--- src/rtl/inv_shift_rows_stream.sv ---
// Byte-serial AES InvShiftRows stage with two ping-pong 16-byte banks.
// One bank fills while the other drains, so the stream can sustain one byte per cycle.
module inv_shift_rows_stream (
  input  logic       clk,
  input  logic       rst_n,
  input  logic       flush,
  input  logic       s_valid,
  output logic       s_ready,
  input  logic [7:0] s_data,
  output logic       m_valid,
  input  logic       m_ready,
  output logic [7:0] m_data,
  output logic       m_last,
  output logic [3:0] dbg_state
);

  typedef enum logic [1:0] {
    ST_EMPTY    = 2'd0,
    ST_FILLING  = 2'd1,
    ST_FULL     = 2'd2,
    ST_DRAINING = 2'd3
  } bank_st_e;

  bank_st_e   st_q [2];
  logic       wr_bank_q;
  logic [3:0] wr_cnt_q;
  logic [3:0] wr_cnt_d;
  logic       rd_bank_q;
  logic [3:0] rd_cnt_q;
  logic [3:0] rd_cnt_d;
  logic [7:0] mem_q [2][16];

  logic       wr_fire;
  logic       rd_fire;
  logic [1:0] src_col;
  logic [3:0] src_idx;

  // Handshake: a byte moves on a side exactly in a cycle where valid && ready
  // are both high at the rising edge; flush in that cycle cancels the transfer.
  assign s_ready = (st_q[wr_bank_q] == ST_EMPTY) || (st_q[wr_bank_q] == ST_FILLING);
  assign m_valid = (st_q[rd_bank_q] == ST_FULL)  || (st_q[rd_bank_q] == ST_DRAINING);
  assign m_last  = m_valid && (rd_cnt_q == 4'd15);

  assign wr_fire  = s_valid && s_ready && !flush;
  assign rd_fire  = m_valid && m_ready && !flush;
  assign wr_cnt_d = wr_cnt_q + 4'd1;
  assign rd_cnt_d = rd_cnt_q + 4'd1;

  // Output byte 4c+r comes from column (c-r) mod 4 of the same row.
  assign src_col = rd_cnt_q[3:2] - rd_cnt_q[1:0];
  assign src_idx = {src_col, rd_cnt_q[1:0]};
  assign m_data  = m_valid ? mem_q[rd_bank_q][src_idx] : 8'h00;

  assign dbg_state = {st_q[1], st_q[0]};

  always_ff @(posedge clk or negedge rst_n) begin
    if (!rst_n) begin
      st_q[0]   <= ST_EMPTY;
      st_q[1]   <= ST_EMPTY;
      wr_bank_q <= 1'b0;
      wr_cnt_q  <= 4'd0;
      rd_bank_q <= 1'b0;
      rd_cnt_q  <= 4'd0;
    end else if (flush) begin
      st_q[0]   <= ST_EMPTY;
      st_q[1]   <= ST_EMPTY;
      wr_bank_q <= 1'b0;
      wr_cnt_q  <= 4'd0;
      rd_bank_q <= 1'b0;
      rd_cnt_q  <= 4'd0;
    end else begin
      // Writer and reader never share a bank: the writer owns EMPTY/FILLING
      // banks, the reader owns FULL/DRAINING ones.
      if (wr_fire) begin
        wr_cnt_q <= wr_cnt_d;
        if (wr_cnt_q == 4'd15) begin
          st_q[wr_bank_q] <= ST_FULL;
          wr_bank_q       <= ~wr_bank_q;
        end else begin
          st_q[wr_bank_q] <= ST_FILLING;
        end
      end
      if (rd_fire) begin
        rd_cnt_q <= rd_cnt_d;
        if (rd_cnt_q == 4'd15) begin
          st_q[rd_bank_q] <= ST_EMPTY;
          rd_bank_q       <= ~rd_bank_q;
        end else begin
          st_q[rd_bank_q] <= ST_DRAINING;
        end
      end
    end
  end

  always_ff @(posedge clk) begin
    if (wr_fire) begin
      mem_q[wr_bank_q][wr_cnt_q] <= s_data;
    end
  end

endmodule

--- config.mk ---
export PLATFORM = sky130hd
export DESIGN_NAME = inv_shift_rows_stream
export DESIGN_NICKNAME = d
export VERILOG_FILES = /design/src/rtl/inv_shift_rows_stream.sv
export SDC_FILE = /design/constraint.sdc
export NUM_CORES = 1
export LEC_CHECK = 0
export CAP_MARGIN = 20
export CELL_PAD_IN_SITES_DETAIL_PLACEMENT = 1
export CELL_PAD_IN_SITES_GLOBAL_PLACEMENT = 1
export CORE_ASPECT_RATIO = 0.6
export CORE_MARGIN = 2
export CORE_UTILIZATION = 40
export CTS_CLUSTER_DIAMETER = 80
export DETAILED_ROUTE_END_ITERATION = 10
export GPL_TIMING_DRIVEN = 0
export PLACE_DENSITY = 0.65
export SYNTH_ARGS = -nofsm -noshare
export SYNTH_HDL_FRONTEND = slang
export SYNTH_SLANG_ARGS = --single-unit
--- constraint.sdc ---
create_clock -name clk -period 5.65 [get_ports clk]
set_input_delay 1.13 -clock clk [delete_from_list [all_inputs] [get_ports clk]]
set_output_delay 1.13 -clock clk [all_outputs]
set_load 0.05 [all_outputs]
# After elaboration in Yosys (flattened, before gate mapping)
# Memory sizes are Yosys's and may differ from the RTL's.
# Cells that the tools add are included.
# op_classes
reduce_logical	18
n_mux	34
n_lt_le_gt_ge	7
n_eq_ne	5
n_addsub	3
bitwise_logic	15
# ops
operator	n
$mux W128	1
$mux W4	10
$bmux W8 S4	1
$demux W8 S4	1
$mux W8	4
$mux W2	8
$ge A5 B5 Y1 const B	2
$not A4 Y5	2
$add A4 B1 Y4 const B	2
$eq A4 B4 Y1 const B	2
$logic_and A1 B1 Y1	8
$reduce_bool A2 Y1	4
$mux W1	7
$lt A5 B1 Y1 const B	1
$and A2 B2 Y2	2
$and A4 B4 Y4	1
$demux W2 S1	2
$eq A2 B2 Y1 const B	2
$ge A2 B2 Y1 const B	2
$lt A2 B1 Y1 const B	2
$not A1 Y2	2
$not A2 Y2	2
$not A4 Y4	1
$or A2 B2 Y2	2
other kinds (8)	11
# word_totals
ff_bits	14
word_cells	89
mem_count	1
output_inout_bits	15
ram_bits	256
# memory_table
memory	words	word_bits	read_ports	rd_ports_with_merged_regs	write_ports	line_no	text
mem_q	2	128	1	0	1	31	logic [7:0] mem_q [2][16];

# Longest topological paths before layout
# Gate-level depths: netlist (run 1).
# depth
word_depth	14
mapped_depth	8
mapped_depth_nobuf	6

# Worst setup path after synthesis (run 1)
# No wires, ideal clock.
# synth_path
kind	flip-flop to output port
startpoint	register rd_cnt_q[0]
endpoint	output port m_data[0]
setup_slack_ns	2.015
arrival_ns	2.505
stages_incl_launch_ff	8
n_path_buf	4
cell_sequence	dfrtp_1 ha_1 clkbuf_1 buf_4 buf_2 buf_1 nand2_1 a31oi_1
# synth_between
elab_chain_len	6
# synth_lines
element	line_no	text
start: declaration	29	logic [3:0] rd_cnt_q;
start signal: assignment	84	rd_cnt_q <= rd_cnt_d;
$sub A2 B2 Y2	50	assign src_col = rd_cnt_q[3:2] - rd_cnt_q[1:0];
$not A4 Y5 (implied by the code) *	52	assign m_data = m_valid ? mem_q[rd_bank_q][src_idx] : 8'h00;
$bmux W8 S4 *	52	
$mux W8 (implied by the code) * (2 in series)	52	
$mux W8 *	52	
end: declaration	12	output logic [7:0] m_data,
# Every way passes the cells marked *; elsewhere a longest branch is shown, timed or not. The select of a mux whose other input is x is not followed.

# Worst setup path after layout (run 1)
# layout_path
startpoint	register rd_cnt_q[0]
endpoint	output port m_data[5]
# Same word-level chain as after synthesis.

==> results of run 1 <==
power breakdown:
group / leakage (nW) / total [mW] / internal, mW / switching, mW
logic: 1.13 / 0.0890 / 0.0293 / 0.0596
clock network: 0.356 / 1.57 / 0.859 / 0.711
registers: 2.50 / 2.20 / 2.20 / 0.00335
total: 3.98 / 3.86 / 3.09 / 0.774
logic make-up (layout without fill, tap and decap cells):
kind of cell             count (synthesis)  after routing
flip-flops                             270            270
adder cells (fa/ha/maj)                  6              6
XOR/XNOR                                 9              9
AO/OA/AOI/OAI                           44             44
multiplexers                            99             99
buffers and inverters                   39            116
AND/OR/NAND/NOR                        120            120
sequential cells by signal, indices dropped and copies added, names as in the netlist:
register / count
wr_bank_q: 1
mem_q: 256
dbg_state: 4
rd_bank_q: 1
rd_cnt_q: 4
wr_cnt_q: 4
worst min-delay path: stages (launching register included):
cell,delay [ps]
dfrtp_1,430
nand2_1,80
a21oi_1,70
layout make-up:
| cell class | count | area (sq um) |
|---|---|---|
| plain buffers | 32 | 197.7 |
| clock buffers | 33 | 655.6 |
| clock inverters | 10 | 73.82 |
| fillers | 2518 | 14070 |
| inverters | 7 | 26.28 |
| multi-input cells | 278 | 2649 |
| flip-flops and latches | 270 | 8038 |
| well taps | 360 | 450.4 |
| repair buffers | 34 | 430.4 |
path summary, 6_finish.rpt:
path	start	depth (start not counted)	slack [ps]	endpoint
worst max-delay path	rd_cnt_q[0]	8	430	m_data[5]
worst min-delay path	wr_cnt_q[1]	2	610	wr_cnt_q[1]
worst max register to register	dbg_state[3]	3	2720	mem_q[1][51]
worst min register to register	wr_cnt_q[1]	2	610	wr_cnt_q[1]
max in group asynchronous	rst_n	1	4170	dbg_state[0]
min in group asynchronous	rst_n	1	1030	wr_cnt_q[1]
layer usage:
| layer | share of wire [%] | wire (microns) | global-route usage, % | vias to the layer above |
|---|---|---|---|---|
| met5 | 0 | 0 | 0 | - |
| met4 | 1.9 | 522 | 3.805 | 0 |
| met3 | 6.4 | 1744 | 4.406 | 44 |
| met2 | 43 | 11600 | 28.19 | 177 |
| met1 | 49 | 13320 | 30.29 | 3024 |
| li1 | - | - | - | 2451 |
synthesized netlist by cell type, types with 4 or more instances:
master,number
xor2_1,5
inv_1,6
a22oi_1,8
clkbuf_1,10
mux2_2,4
mux4_1,5
dfrtp_1,14
a31oi_1,7
a21oi_1,12
mux2i_1,46
nand3_1,14
edfxtp_1,256
nand2b_1,5
buf_2,6
mux4_2,44
buf_4,8
nor2_1,42
ha_1,6
a221o_1,7
nand2_1,41
buf_6,5
metrics by stage:
stage	util (%)	worst slack (ps)	cell area, sq um
detailed placement	44.09	1034	11720
finish	47.09	432.8	12520
global route	47.09	305.7	12520
global placement	43.67	1039	11610
floorplan	-	2015	10910
CTS	46.83	441.8	12450
==> impl_metrics.json, run 1 <==
{
  "hold_ws_ps": 610.2,
  "grt_pass1_wl_microns": 40190,
  "layout_common_cells": "256 x edfxtp_1, 46 x mux2i_1, 44 x mux4_2",
  "fp-row-count": 46,
  "dpl.cell_count": 977,
  "min_path_type": "reg2reg",
  "dp_hpwl_microns": 18830,
  "muxShareOfSynthArea_pct": 14.92,
  "period_needed_ps": 5217,
  "cts.sinks": 270,
  "maxSlewHeadroom_pct": 27.50,
  "gp_congestion": 0.8112,
  "num_io_pins": 28,
  "synth_cell_types": 44,
  "start_util_pct": 41.03,
  "antenna_found_initial": 0,
  "grt_start_max_net_pins": 33,
  "synth_seq_cells": 270,
  "final-setup-viol-count": 0,
  "core-area_sq_um": 26590,
  "drt_iter0_markers": 567,
  "htreeDepth": 1,
  "synth-edff-count": 256,
  "finalSetupTns_ps": 0,
  "yosys_warnings": 0,
  "gr-total-overflow": 0,
  "max_freq_ghz": 0.1917,
  "synth_area_leader_cell": "edfxtp_1",
  "die_area_sq_um": 28660,
  "yosys_most_used_dff": "edfxtp_1",
  "skew_ps": 8.529,
  "wirelength_microns": 27190,
  "period_share_pct": 92.34,
  "path_max_fanout": 10,
  "finalPower_mw": 3.859,
  "drv_slew": 0,
  "cp-end-kind": "output pin",
  "num_antenna_cells": 0,
  "synthSimpleGateAreaFrac_pct": 4.920,
  "insertion_delay_ps": 530,
  "yosysTopAreaCellShare_pct": 70.46,
  "path_class": "reg2out",
  "worstPathArrival_ps": 4090,
  "first_global_vias": 6015,
  "synth_adder_area_share_pct": 0.6881,
  "cp_top_family": "buffers and inverters",
  "ys_seq_area_share_pct": 73.67,
  "die_y_microns": 131.9,
  "routedWlPerCell_microns": 26.55,
  "worst_slew_pin_slew_ps": 1083,
  "synth_top_family_by_area": "multiplexers",
  "synth_compound_area_share_pct": 2.878,
  "cts_hold_buf": 0,
  "vias": 5696,
  "rsz0062_at_grt": "false",
  "path_clk_slew_ps": 70,
  "cp_data_required_time_ps": 4520,
  "syn-num-nets": 606,
  "port_buffers": 25,
  "nets": 667,
  "hold_violations": 0,
  "layout_commonest_cell": "edfxtp_1",
  "fin_cells": 1024,
  "netlist_instances": 587,
  "area_delta_synth_final_pct": 14.76,
  "die_w_microns": 217.2,
  "first_pass_iters": 5,
  "ys_top_cells_by_area": "edfxtp_1 70%, mux4_2 9.1%, mux2i_1 4.2%",
  "max_stage_delay_ps": 860,
  "numCtsBuffers": 25,
  "synth_xor_area_share_pct": 0.8716,
  "startpoint_type": "flip-flop",
  "clock_path_buffers": 3,
  "drv_cap": 0,
  "drc_errors": 0,
  "path_buf_inv": 4,
  "path_cells": "ha_1 -> clkbuf_1 -> buf_4 -> buf_2 -> mux2i_1 -> a221o_1 -> a31oi_1 -> clkdlybuf4s50_1",
  "slowest_stage": "clkdlybuf4s50_1",
  "vias_per_cell": 5.563,
  "grt.total_usage_pct": 19.50,
  "status": "finished, final reports clean",
  "syn_area_sq_um": 10910,
  "detail-route-antenna-nets": 0,
  "postCtsSetupRepairBufs": 0,
  "syn_avg_cell_area_sq_um": 18.59,
  "drive_gt1_share_pct": 17.47,
  "cts-root-buf": "clkbuf_16",
  "cts_tree": "built",
  "leakage_nw": 3.979,
  "vdd_drop_max_mv": 0.2906,
  "power.density_nw_per_um2": 308.2,
  "ctsResizeCount": 0,
  "async_flop_share_pct": 5.185
}
No activity file was read; power rests on OpenSTA's default activity.
==> run 2: changes to the inputs <==
--- a/config.mk
+++ b/config.mk
@@ -14,7 +14,7 @@
 export CTS_CLUSTER_DIAMETER = 80
 export DETAILED_ROUTE_END_ITERATION = 10
 export GPL_TIMING_DRIVEN = 0
-export PLACE_DENSITY = 0.65
+export PLACE_DENSITY_LB_ADDON = 0.1
 export SYNTH_ARGS = -nofsm -noshare
 export SYNTH_HDL_FRONTEND = slang
 export SYNTH_SLANG_ARGS = --single-unit
==> run 2 against run 1 <==
  * Critical endpoint is now m_data[3]
  * First-iteration DRC count down 21%
  * Power increased by 6.8%
  * Combinational power rose by 6.0%
  * Setup slack better by 59 ps
  * Highest routed layer unchanged
  * Clock-buffer cell count up 3
  * Via count is 0.58% higher
  * Sequential power barely moved
  * Sequential share of layout area fell by 0.95 points
  * Flip-flop and latch count unchanged
  * Non-clock buffer count up 1
==> impl_metrics.json, run 2 (synthesis gave the netlist of run 1 again) <==
{
  "use_met3_pct": 4.637,
  "grt.total_usage_pct": 20.41,
  "cts_hold_buf": 0,
  "nets": 669,
  "skew_ps": 9.631,
  "vias": 5729,
  "die_y_microns": 131.9,
  "first_pass_iters": 5,
  "first_global_vias": 5820,
  "period_needed_ps": 5158,
  "drc_errors": 0,
  "max_freq_ghz": 0.1939,
  "drv_slew": 0,
  "grt_pass1_wl_microns": 41660,
  "startpoint_type": "flip-flop",
  "gr-total-overflow": 0,
  "wirelength_microns": 28210,
  "port_buffers": 25,
  "drt_iter0_markers": 447,
  "seq_area_sq_um": 8038,
  "power.density_nw_per_um2": 324.4,
  "fin_area_sq_um": 12710,
  "met2_usage_pct": 27.80,
  "layout_common_cells": "256 x edfxtp_1, 46 x mux2i_1, 44 x mux4_2",
  "num_antenna_cells": 0,
  "path_max_fanout": 10,
  "start_util_pct": 41.03,
  "rsz0062_at_grt": "false",
  "antenna_found_initial": 0,
  "cts-root-buf": "clkbuf_16",
  "cts_tree": "built",
  "multi_input_area_sq_um": 2649,
  "drive_gt1_share_pct": 18.54,
  "dp_hpwl_microns": 19540,
  "layout_commonest_cell": "edfxtp_1",
  "gp_congestion": 0.7970,
  "largest_register": "mem_q",
  "grt_use_met1_pct": 33.13,
  "insertion_delay_ps": 530,
  "status": "finished, final reports clean",
  "path_clk_slew_ps": 60,
  "path_class": "reg2out",
  "finalSetupTns_ps": 0,
  "core-area_sq_um": 26590,
  "leakage_nw": 4.065,
  "dpl.cell_count": 978,
  "detail-route-antenna-nets": 0,
  "dpl_cell_area_sq_um": 11780,
  "hold_violations": 0,
  "largest_reg_flops": 256,
  "maxSlewHeadroom_pct": 30.01,
  "fp-row-count": 46,
  "final-setup-viol-count": 0,
  "numCtsBuffers": 26,
  "routedWlPerCell_microns": 27.41,
  "num_io_pins": 28,
  "period_share_pct": 91.30,
  "die_area_sq_um": 28660,
  "vias_per_cell": 5.568,
  "htreeDepth": 1,
  "worstPathArrival_ps": 4030,
  "grt_start_max_net_pins": 33,
  "cts.sinks": 270,
  "vdd_drop_max_mv": 0.2341,
  "min_path_type": "reg2reg",
  "fin_cells": 1029,
  "cp-end-kind": "output pin",
  "postCtsSetupRepairBufs": 0,
  "gr-max-usage-layer": "met1",
  "die_w_microns": 217.2,
  "clock_path_buffers": 3,
  "worst_slew_pin_slew_ps": 1046,
  "fillers": 2494,
  "ctsResizeCount": 0,
  "hold_ws_ps": 601.0,
  "drv_cap": 0,
  "area_delta_synth_final_pct": 16.48,
  "cp_data_required_time_ps": 4520
}
run 2: cell types whose count changed in the layout (fill, tap and decap cells not counted), sizes merged:
cell,change
clkinv,-3
clkbuf,+4
clkinvlp,+1
bufinv,+3
run 2: worst paths after layout:
kind	slack, ps	to	cells past startpoint	startpoint
max	490	m_data[3]	8	rd_cnt_q[0]
min	600	wr_cnt_q[1]	2	wr_cnt_q[1]
max reg2reg	2960	mem_q[1][53]	4	dbg_state[3]
min reg2reg	600	wr_cnt_q[1]	2	wr_cnt_q[1]
max in group asynchronous	4220	rd_cnt_q[3]	1	rst_n
min in group asynchronous	1000	wr_bank_q	1	rst_n
run 2: routing by layer:
metal  up-vias  share of wire [%]
li1       2471                  -
met1      3104                 51
met2       125                 42
met3        29                5.4
met4         0                1.9
met5         -                  0
run 2: layout make-up:
cell class	instances	area share, %
well taps	360	3.544
inverters	7	0.2068
clock buffers	36	5.740
repair buffers	35	3.584
flip-flops and latches	270	63.25
plain buffers	32	1.556
multi-input cells	278	20.84
clock inverters	11	1.280
run 2: power breakdown:
| part | switching [mW] | leakage (nW) | total (mW) | internal [mW] |
|---|---|---|---|---|
| combinational | 0.0627 | 1.14 | 0.0943 | 0.0316 |
| clock | 0.742 | 0.430 | 1.83 | 1.09 |
| sequential | 0.00342 | 2.50 | 2.20 | 2.20 |
| total | 0.808 | 4.06 | 4.12 | 3.31 |
run 2: critical path, stage by stage, from the launching register on:
cell and delay (ps):
dfrtp_1 460, ha_1 310, clkbuf_1 370, buf_4 300, buf_2 330, buf_1 420, nand4_1 230, a31oi_1 240
clkdlybuf4s50_1 830
run 2: metrics by stage:
step | power [mW] | setup slack [ps] | util, %
after detailed placement | 2.336 | 1028 | 44.29
after CTS | 4.151 | 429.4 | 47.64
after floorplan | 2.265 | 2015 | -
after global routing | 4.240 | 286.3 | 47.79
after global placement | 2.319 | 1055 | 43.67
final | 4.123 | 491.5 | 47.79
==> run 3: changes to the inputs <==
--- a/config.mk
+++ b/config.mk
@@ -5,10 +5,10 @@
 export SDC_FILE = /design/constraint.sdc
 export NUM_CORES = 1
 export LEC_CHECK = 0
+export ABC_AREA = 1
 export CAP_MARGIN = 20
 export CELL_PAD_IN_SITES_DETAIL_PLACEMENT = 1
 export CELL_PAD_IN_SITES_GLOBAL_PLACEMENT = 1
-export CORE_ASPECT_RATIO = 0.6
 export CORE_MARGIN = 2
 export CORE_UTILIZATION = 40
 export CTS_CLUSTER_DIAMETER = 80
==> run 3 against run 2 <==
  * Register-to-register slack is essentially flat
  * Synthesized cell count grew 88%
  * Clock power is essentially flat
  * Routed wire length grew 39%
  * Clock skew grew 2.3 ps
  * Utilization shrank 0.47 points
  * Sequential share of layout area shrank 3.9 points
  * Fmax grew 4.3%
  * Die area grew 6.2%
  * Power grew 11%
  * Global-route usage grew 5.9 points
  * Highest routed layer unchanged
==> impl_metrics.json, run 3 <==
{
  "grt_start_max_net_pins": 33,
  "synth_seq_cells": 270,
  "synth_area_leader_cell": "edfxtp_1",
  "die_y_microns": 174.5,
  "detail-route-antenna-nets": 0,
  "period_needed_ps": 4944,
  "worst_slew_pin_slew_ps": 1078,
  "startpoint_type": "flip-flop",
  "antenna_found_initial": 0,
  "r2r-start": "wr_bank_q",
  "vias_per_cell": 5.329,
  "port_buffers": 27,
  "worstHoldStart": "dbg_state[3]",
  "syn_avg_cell_area_sq_um": 10.52,
  "clkPwrFrac_pct": 39.6,
  "dp_hpwl_microns": 27000,
  "fin_ws_ps": 705.9,
  "start_util_pct": 40.61,
  "first_global_vias": 8703,
  "fin_area_sq_um": 13550,
  "grt_use_met1_pct": 36.80,
  "ctsResizeCount": 0,
  "cp_data_required_time_ps": 4520,
  "status": "finished, final reports clean",
  "ys_top_cells_by_area": "edfxtp_1 66%, nand2_1 11%, nand3_1 5.8%",
  "drv_cap": 0,
  "core-area_sq_um": 28630,
  "max_stage_delay_ps": 880,
  "fp-row-count": 62,
  "gr-total-overflow": 0,
  "routedWlPerCell_microns": 24.61,
  "layout_common_cells": "354 x nand2_1, 256 x edfxtp_1, 134 x nand3_1",
  "finalSetupTns_ps": 0,
  "p_comb_share_pct": 12.1,
  "drc_errors": 0,
  "htreeDepth": 1,
  "slowest_stage": "clkdlybuf4s50_1",
  "drv_slew": 0,
  "cpMostUsedCell": "nand3_1",
  "syn_area_sq_um": 11620,
  "die_area_sq_um": 30440,
  "yosys_most_used_dff": "edfxtp_1",
  "gr-max-usage-layer": "met2",
  "maxSlewHeadroom_pct": 27.88,
  "postCtsSetupRepairBufs": 0,
  "syn-num-nets": 1124,
  "largest_reg_flops": 256,
  "swShare_pct": 26.38,
  "leakage_nw": 5.263,
  "insertion_delay_ps": 550,
  "cts_tree": "built",
  "r2r_slack_ps": 2950,
  "synth_cell_types": 30,
  "num_antenna_cells": 0,
  "path_clk_slew_ps": 60,
  "vias": 8483,
  "grt_pass1_wl_microns": 57990,
  "skew_ps": 11.91,
  "area_delta_synth_final_pct": 16.53,
  "vdd_drop_max_mv": 0.2355,
  "path_cells": "buf_2 -> buf_1 -> nand3_1 -> nand3_1 -> nand3_1 -> nand3_1 -> nand2_1 -> nor2_1 -> clkdlybuf4s50_1",
  "netlist_instances": 1105,
  "yosysMostFrequentCell": "nand2_1",
  "first_pass_iters": 5,
  "max_freq_ghz": 0.2023,
  "synthTopCellsByCount": "354 x nand2_1, 256 x edfxtp_1, 134 x nand3_1",
  "hold_violations": 0,
  "async_flop_share_pct": 5.185,
  "yosys_warnings": 0,
  "gp_congestion": 0.8894,
  "min_path_type": "reg2reg",
  "cts_hold_buf": 0,
  "dpl_cell_area_sq_um": 12650,
  "path_class": "reg2out",
  "clock_path_buffers": 3,
  "cp-startpoint": "rd_cnt_q[0]",
  "cp-end-kind": "output pin",
  "netSwitchingPower_mw": 1.204,
  "pwr-share-seq_pct": 48.3,
  "die_w_microns": 174.5,
  "rsz0062_at_grt": "false",
  "nets": 1206,
  "ys_seq_area_share_pct": 69.15,
  "numCtsBuffers": 29,
  "yosysTopAreaCellShare_pct": 66.14,
  "cts-root-buf": "clkbuf_16",
  "cts.sinks": 270,
  "largest_register": "mem_q",
  "period_share_pct": 87.51,
  "p_int_mw": 3.361,
  "met2_usage_pct": 43.65,
  "final-setup-viol-count": 0,
  "place_worst_setup_slack_ps": 1314,
  "use_met3_pct": 2.450,
  "worstPathArrival_ps": 3810,
  "grt.total_usage_pct": 26.30,
  "wirelength_microns": 39180,
  "path_max_fanout": 10,
  "drive_gt1_share_pct": 10.10,
  "drt_iter0_markers": 702,
  "num_io_pins": 28,
  "power.density_nw_per_um2": 337.0,
  "synth-edff-count": 256,
  "layout_commonest_cell": "nand2_1"
}
[run 3: final timing paths]
path,endpoint,cells after the start
max,m_data[3],9
min,dbg_state[3],2
max reg2reg,mem_q[1][127],7
min reg2reg,dbg_state[3],2
max in group asynchronous,rd_cnt_q[0],1
min in group asynchronous,rd_cnt_q[1],1
[run 3: worst max-delay path, delay by kind of cell, from the launching register on]
family | cells | cell delay, ps
simple gates | 6 | 1010
flops | 1 | 420
buf+inv | 3 | 1810
[run 3: kinds of logic after synthesis]
kind of cell / count (synthesis) / share of synthesized area (%)
simple gates: 628 / 22.13
flops: 270 / 69.15
buf+inv: 140 / 5.016
compound gates: 58 / 2.605
fa+ha+maj: 6 / 0.6458
xor+xnor: 3 / 0.4522
[run 3: cell type report]
type                       count  area, sq um
fill                        3131        15080
clock inverter                11        73.82
timing repair buffer          51        511.7
multi-input combinational    695         3058
clock buffer                  41        800.8
tap                          384        480.5
inverter                      83        314.1
buffer                        57        269.0
sequential                   270         8038
[run 3: power by group through the flow]
stage                     clock [mW]  combinational (mW)  sequential, mW
after floorplan                    0               0.289            2.25
after global placement             0               0.532            2.25
after detailed placement           0               0.550            2.25
after CTS                       1.82               0.552            2.21
after global routing            1.90               0.595            2.21
final                           1.81               0.552            2.21
[run 3: routing by layer]
layer | routed length (microns) | vias to the layer above
li1 | - | 3862
met1 | 17250 | 4320
met2 | 18650 | 246
met3 | 2124 | 55
met4 | 1159 | 0
met5 | 0 | -
[run 3: through the flow]
stage	cells	power (mW)	utilization (%)	hold slack, ps
2_1_floorplan	1105	2.540	-	501.3
3_3_place_gp	1516	2.782	43.23	544.9
3_5_place_dp	1538	2.797	44.19	562.8
4_1_cts	1590	4.578	47.24	589.1
5_1_grt	1592	4.699	47.32	619.1
6_report	1592	4.565	47.32	585.5
